## src/rtl/ex_stage_core.sv

```systemverilog
// ex_stage_core: D/E pipeline register, E-stage ALU and D-stage branch comparator.
// The pipeline register holds on stall (en=1) and loads a nop bubble on clr.
// The ALU works on the registered operands, which E-stage forwarding can override.
// The branch comparator works directly on the D-side operands.
module ex_stage_core #(
  parameter int DW  = 32,
  parameter int OPW = 4
) (
  input  logic          clk,
  input  logic          reset,
  input  logic          en,
  input  logic          clr,
  input  logic [DW-1:0] rd1_d,
  input  logic [DW-1:0] rd2_d,
  input  logic [DW-1:0] e32_d,
  input  logic [DW-1:0] pc_d,
  input  logic [DW-1:0] instr_d,
  input  logic [4:0]    a1_d,
  input  logic [4:0]    a2_d,
  input  logic [4:0]    a3_d,
  input  logic [OPW-1:0] alu_op_d,
  input  logic          alua_src_d,
  input  logic          alub_src_d,
  input  logic          reg_wr_d,
  input  logic [5:0]    br_sel_d,
  input  logic [DW-1:0] rd1_e_fwd,
  input  logic [DW-1:0] rd2_e_fwd,
  input  logic          fwd1_e,
  input  logic          fwd2_e,
  output logic          br_take,
  output logic [DW-1:0] rd1_e,
  output logic [DW-1:0] rd2_e,
  output logic [DW-1:0] e32_e,
  output logic [DW-1:0] pc_e,
  output logic [DW-1:0] instr_e,
  output logic [4:0]    a1_e,
  output logic [4:0]    a2_e,
  output logic [4:0]    a3_e,
  output logic          reg_wr_e,
  output logic [DW-1:0] ao_e
);

  localparam logic [OPW-1:0] OP_ADD  = OPW'(0);
  localparam logic [OPW-1:0] OP_SUB  = OPW'(1);
  localparam logic [OPW-1:0] OP_OR   = OPW'(2);
  localparam logic [OPW-1:0] OP_AND  = OPW'(3);
  localparam logic [OPW-1:0] OP_XOR  = OPW'(4);
  localparam logic [OPW-1:0] OP_NOR  = OPW'(5);
  localparam logic [OPW-1:0] OP_SLT  = OPW'(6);
  localparam logic [OPW-1:0] OP_SLTU = OPW'(7);
  localparam logic [OPW-1:0] OP_SLL  = OPW'(8);
  localparam logic [OPW-1:0] OP_SRL  = OPW'(9);
  localparam logic [OPW-1:0] OP_SRA  = OPW'(10);
  localparam logic [OPW-1:0] OP_LUI  = OPW'(11);
  localparam logic [OPW-1:0] OP_PASSB = OPW'(12);

  logic [DW-1:0]  r_rd1, r_rd2, r_e32, r_pc, r_instr;
  logic [4:0]     r_a1, r_a2, r_a3;
  logic           r_reg_wr;
  logic [OPW-1:0] r_alu_op;
  logic           r_alua_src, r_alub_src;

  logic [DW-1:0]  w_a, w_b, w_ao;
  logic [4:0]     w_shamt;
  logic           w_eq, w_neg, w_zero;

  // D/E pipeline register: reset and clr both insert a bubble, en stalls.
  always_ff @(posedge clk) begin
    if (reset || clr) begin
      r_rd1      <= '0;
      r_rd2      <= '0;
      r_e32      <= '0;
      r_pc       <= '0;
      r_instr    <= '0;
      r_a1       <= '0;
      r_a2       <= '0;
      r_a3       <= '0;
      r_reg_wr   <= 1'b0;
      r_alu_op   <= '0;
      r_alua_src <= 1'b0;
      r_alub_src <= 1'b0;
    end else if (!en) begin
      r_rd1      <= rd1_d;
      r_rd2      <= rd2_d;
      r_e32      <= e32_d;
      r_pc       <= pc_d;
      r_instr    <= instr_d;
      r_a1       <= a1_d;
      r_a2       <= a2_d;
      r_a3       <= a3_d;
      r_reg_wr   <= reg_wr_d;
      r_alu_op   <= alu_op_d;
      r_alua_src <= alua_src_d;
      r_alub_src <= alub_src_d;
    end
  end

  // Operand select: immediate has priority over forwarding, forwarding over the registered value.
  assign w_a     = r_alua_src ? r_e32 : (fwd1_e ? rd1_e_fwd : r_rd1);
  assign w_b     = r_alub_src ? r_e32 : (fwd2_e ? rd2_e_fwd : r_rd2);
  assign w_shamt = w_a[4:0];

  // ALU: arithmetic wraps silently; unknown opcodes produce zero.
  always_comb begin
    w_ao = '0;
    case (r_alu_op)
      OP_ADD:   w_ao = w_a + w_b;
      OP_SUB:   w_ao = w_a - w_b;
      OP_OR:    w_ao = w_a | w_b;
      OP_AND:   w_ao = w_a & w_b;
      OP_XOR:   w_ao = w_a ^ w_b;
      OP_NOR:   w_ao = ~(w_a | w_b);
      OP_SLT:   w_ao = {{(DW-1){1'b0}}, ($signed(w_a) < $signed(w_b))};
      OP_SLTU:  w_ao = {{(DW-1){1'b0}}, (w_a < w_b)};
      OP_SLL:   w_ao = w_b << w_shamt;
      OP_SRL:   w_ao = w_b >> w_shamt;
      OP_SRA:   w_ao = $unsigned($signed(w_b) >>> w_shamt);
      OP_LUI:   w_ao = w_b << 16;
      OP_PASSB: w_ao = w_b;
      default:  w_ao = '0;
    endcase
  end

  // Branch comparator on D-side operands; multiple selects OR together.
  assign w_eq   = (rd1_d == rd2_d);
  assign w_neg  = rd1_d[DW-1];
  assign w_zero = (rd1_d == '0);

  always_comb begin
    br_take = 1'b0;
    if (br_sel_d[5] &&  w_eq)            br_take = 1'b1;
    if (br_sel_d[4] && !w_eq)            br_take = 1'b1;
    if (br_sel_d[3] && !w_neg)           br_take = 1'b1;
    if (br_sel_d[2] && !w_neg && !w_zero) br_take = 1'b1;
    if (br_sel_d[1] && (w_neg || w_zero)) br_take = 1'b1;
    if (br_sel_d[0] &&  w_neg)           br_take = 1'b1;
  end

  assign rd1_e    = r_rd1;
  assign rd2_e    = r_rd2;
  assign e32_e    = r_e32;
  assign pc_e     = r_pc;
  assign instr_e  = r_instr;
  assign a1_e     = r_a1;
  assign a2_e     = r_a2;
  assign a3_e     = r_a3;
  assign reg_wr_e = r_reg_wr;
  assign ao_e     = w_ao;

endmodule

```

## config.mk

```make
export PLATFORM = sky130hd
export DESIGN_NAME = ex_stage_core
export DESIGN_NICKNAME = d
export VERILOG_FILES = /design/src/rtl/ex_stage_core.sv
export SDC_FILE = /design/constraint.sdc
export NUM_CORES = 1
export LEC_CHECK = 0
export BUFFER_PORTS_ARGS = -buffer_cell sky130_fd_sc_hd__buf_2
export CAP_MARGIN = 40
export CORE_MARGIN = 2
export CORE_UTILIZATION = 45
export DETAILED_ROUTE_END_ITERATION = 8
export PLACE_DENSITY = 0.77
export SYNTH_ARGS = -nofsm -noshare
export SYNTH_HDL_FRONTEND = slang
export SYNTH_SLANG_ARGS = --single-unit
```

## constraint.sdc

```tcl
create_clock -name clk -period 9.2 [get_ports clk]
set_clock_uncertainty 0.05 [all_clocks]
set_input_delay 1.84 -clock clk [delete_from_list [all_inputs] [get_ports clk]]
set_output_delay 1.84 -clock clk [all_outputs]
set_load 0.05 [all_outputs]
```

==> qor.csv <==
stage,metric,value,unit
run_status,status,"complete, no violations",
route,Remaining DRCs,0,
setup_path,crit path launch type,input pin,
clock_tree,Sink Count,182,
power,Leak,9.97,nW
cells_and_area,final core utilization,0.544,
cells_and_area,Finished Cell Area,20400,µm²
route,per-cell routed wire length,28.2,µm
yosys,Synth Net Count,2571,
die,Die ar.,39600,µm²
sta,Tmin final,8.29,ns
power,Max VDD drop,0.184,mV
yosys,Yosys reg bits,182,
die,Rows,71,
route,Post-Route WL,87700,µm
yosys,Unique masters post-synth,84,
route,Iteration-0 DRC Markers,2536,
placement,Place WS,1.10,ns
die,Ports,467,
yosys,Synth top area share,0.213,
global_route,first-pass GRT wire length,125000,µm
route,detailed-route via count,20200,
die,Die X,199,µm
placement,Placer Congestion,1.04,
yosys,"Seq/Total Area, Yosys",0.213,
sta,setup TNS,0,ns
sta,max-slew violation count,0,
power,Power per Cell Area,146,nW/µm²
yosys,Area contributors post-synth,"dfxtp_1, mux2i_1, nor2_1",
worst_hold_path,Min-Delay Path Class,reg2reg,
route,drt first pass iters,8,
global_route,initial antenna violation count,10,
sta,achievable frequency,121,MHz
yosys,ys flop type,dfxtp_1,
setup_path,R2R setup slack,7.68,ns
yosys,YS warnings,0,
yosys,syn avg cell area,7.72,µm²
clock_tree,"Clk Latency, worst-skew pair",0.47,ns
cells_and_area,layout cell share with drive strength beyond 1,0.234,
die,Die H,199,µm
yosys,async set-or-reset flop fraction in the synthesized netlist,0,
sta,Slew headroom,0.388,
sta,final setup margin,0.909,ns
sta,crit share post-route,0.901,
cells_and_area,Nets,2936,
clock_tree,H-tree Lvls,4,
yosys,Synth area leader,dfxtp_1,
clock_tree,Worst-path clk slew,0.07,ns
global_route,pin count of the biggest net entering global routing,83,
global_route,overall routing resource usage,0.431,
clock_tree,clock root buffer,clkbuf_16,
yosys,cells after synthesis,2214,
run,max cap viols,0,
clock_tree,CTS tree,built,
die,Initial Util,0.455,
sta,Worst Tran Pin Value,0.893,ns
setup_path,Crit Path Class,in2out,
clock_tree,cts hold-fix bufs,0,
sta,final setup fails,0,
setup_path,Worst EP arrival,6.40,ns
sta,Fin. Hold Viols,0,
yosys,Post-synth EDFFs,0,
setup_path,CP required,7.31,ns
placement,DP Wirelength,69900,µm
setup_path,largest fanout on the critical path,11,
clock_tree,post-CTS sizing,0,
global_route,vias in the first global route,18800,
global_route,global route overflow,0,
route,remaining antenna violation count after routing,0,
setup_path,CP endpoint kind,output pin,
die,Core Region,37600,µm²
placement,Buffers on Ports,466,
placement,Placed Area,19800,µm²
route,vias per std cell,6.49,
cells_and_area,P&R area growth vs syn,19.5,%
yosys,"Cell Area, Synth",17100,µm²
clock_tree,setup bufs post-CTS,0,
sta,RSZ-0062 raised after global routing,no,
clock_tree,CTS max path bufs,2,
clock_tree,CTS buffer count,17,
power,Final Power,2.99,mW
==> cell families (layout without fill, tap and decap cells) <==
kind of cell / count (synthesis) / after routing / share of synthesized area
mux: 372 / 372 / 0.221
compound gates: 582 / 582 / 0.238
fa+ha+maj: 99 / 99 / 0.0733
flops: 182 / 182 / 0.213
simple gates: 675 / 675 / 0.167
other cells: 0 / 9 / 0
buf+inv: 265 / 643 / 0.0671
xor+xnor: 39 / 39 / 0.0200
==> layout by cell type (no fill, tap or decap), drive strengths merged, types with 10 or more instances in the layout <==
master,Yosys,routed
o21bai,17,17
xor2,33,33
a21o,12,12
a221oi,46,46
o21a,64,64
mux2,20,20
o31a,10,10
a221o,18,18
nand2,159,159
nor2,363,363
dfxtp,182,182
nand2b,12,12
a31oi,11,11
o21ai,89,89
ha,97,97
inv,97,103
o22ai,20,20
o31ai,11,11
buf,66,512
o221ai,28,28
nor2b,11,11
clkbuf,100,17
a211oi,22,22
nand3,31,31
a21oi,136,136
nor4,28,28
o211ai,32,32
nor3,30,30
mux2i,352,352
==> where the power goes <==
part | internal [mW] | switching [mW]
Clock | 0.417 | 0.377
Combinational | 0.409 | 0.942
Sequential | 0.813 | 0.0310
==> routing by layer <==
metal / GRT usage / vias to the layer above / share of wire
met5: 0 / - / 0.00015
met4: 0.238 / 2 / 0.065
met3: 0.121 / 295 / 0.11
met2: 0.659 / 1453 / 0.43
met1: 0.545 / 9669 / 0.39
li1: - / 8765 / -
==> path summary, 6_finish.rpt <==
check	depth (start not counted)	from	to
max reg2reg	3	r_alua_src$_SDFFE_PP0N_	r_alua_src$_SDFFE_PP0N_
min	2	a3_e[0]$_SDFFE_PP0N_	a3_e[0]$_SDFFE_PP0N_
min reg2reg	2	a3_e[0]$_SDFFE_PP0N_	a3_e[0]$_SDFFE_PP0N_
max	13	fwd2_e	ao_e[22]
==> state kept, by name (all words and copies together) (netlist names) <==
name,count
r_alua_src,1
r_alu_op,4
rd2_e,32
r_alub_src,1
a2_e,5
a3_e,5
e32_e,32
rd1_e,32
pc_e,32
a1_e,5
instr_e,32
reg_wr_e,1
==> through the flow <==
| step | cells | hold WS [ns] |
|---|---|---|
| after floorplan | 2214 | 0.667 |
| after global placement | 3066 | 0.420 |
| after detailed placement | 3071 | 0.429 |
| after CTS | 3103 | 0.445 |
| after global routing | 3108 | 0.467 |
| final | 3112 | 0.442 |
==> synthesized netlist by cell type, drive strengths merged (5+ instances only) <==
| library cell | n |
|---|---|
| nor3 | 30 |
| nor4 | 28 |
| o2111ai | 9 |
| o221ai | 28 |
| xnor2 | 6 |
| a21o | 12 |
| mux2 | 20 |
| o21ai | 89 |
| o31a | 10 |
| mux2i | 352 |
| nand2 | 159 |
| nor2 | 363 |
| o31ai | 11 |
| or3 | 5 |
| a2111oi | 5 |
| ha | 97 |
| or2 | 5 |
| a221o | 18 |
| nand2b | 12 |
| nand4 | 9 |
| nor2b | 11 |
| a211oi | 22 |
| a21oi | 136 |
| dfxtp | 182 |
| clkbuf | 100 |
| a31oi | 11 |
| nand3 | 31 |
| o21a | 64 |
| o211ai | 32 |
| buf | 66 |
| o22ai | 20 |
| inv | 97 |
| xor2 | 33 |
| a22oi | 9 |
| and3 | 8 |
| and2 | 5 |
| a211o | 7 |
| a221oi | 46 |
| o21bai | 17 |
==> critical path: stages <==
cell,delay (ns)
buf_2,0.28
buf_4,0.31
mux2i_1,0.25
o21a_1,0.52
ha_1,0.45
or4_1,0.58
a2111o_1,0.43
nand2_1,0.18
a21oi_1,0.18
o31a_1,0.36
o221a_2,0.30
o221ai_1,0.35
buf_2,0.34
==> area by class of cell <==
cell class | count | area (µm²)
clock buffer | 17 | 425
fill | 3589 | 17100
clock inverter | 15 | 208
antenna | 9 | 22.5
tap | 511 | 639
inverter | 99 | 377
sequential | 182 | 3650
multi-input combinational | 1767 | 12400
timing repair buffer | 512 | 2770
Power figures use the tool's default switching activity.
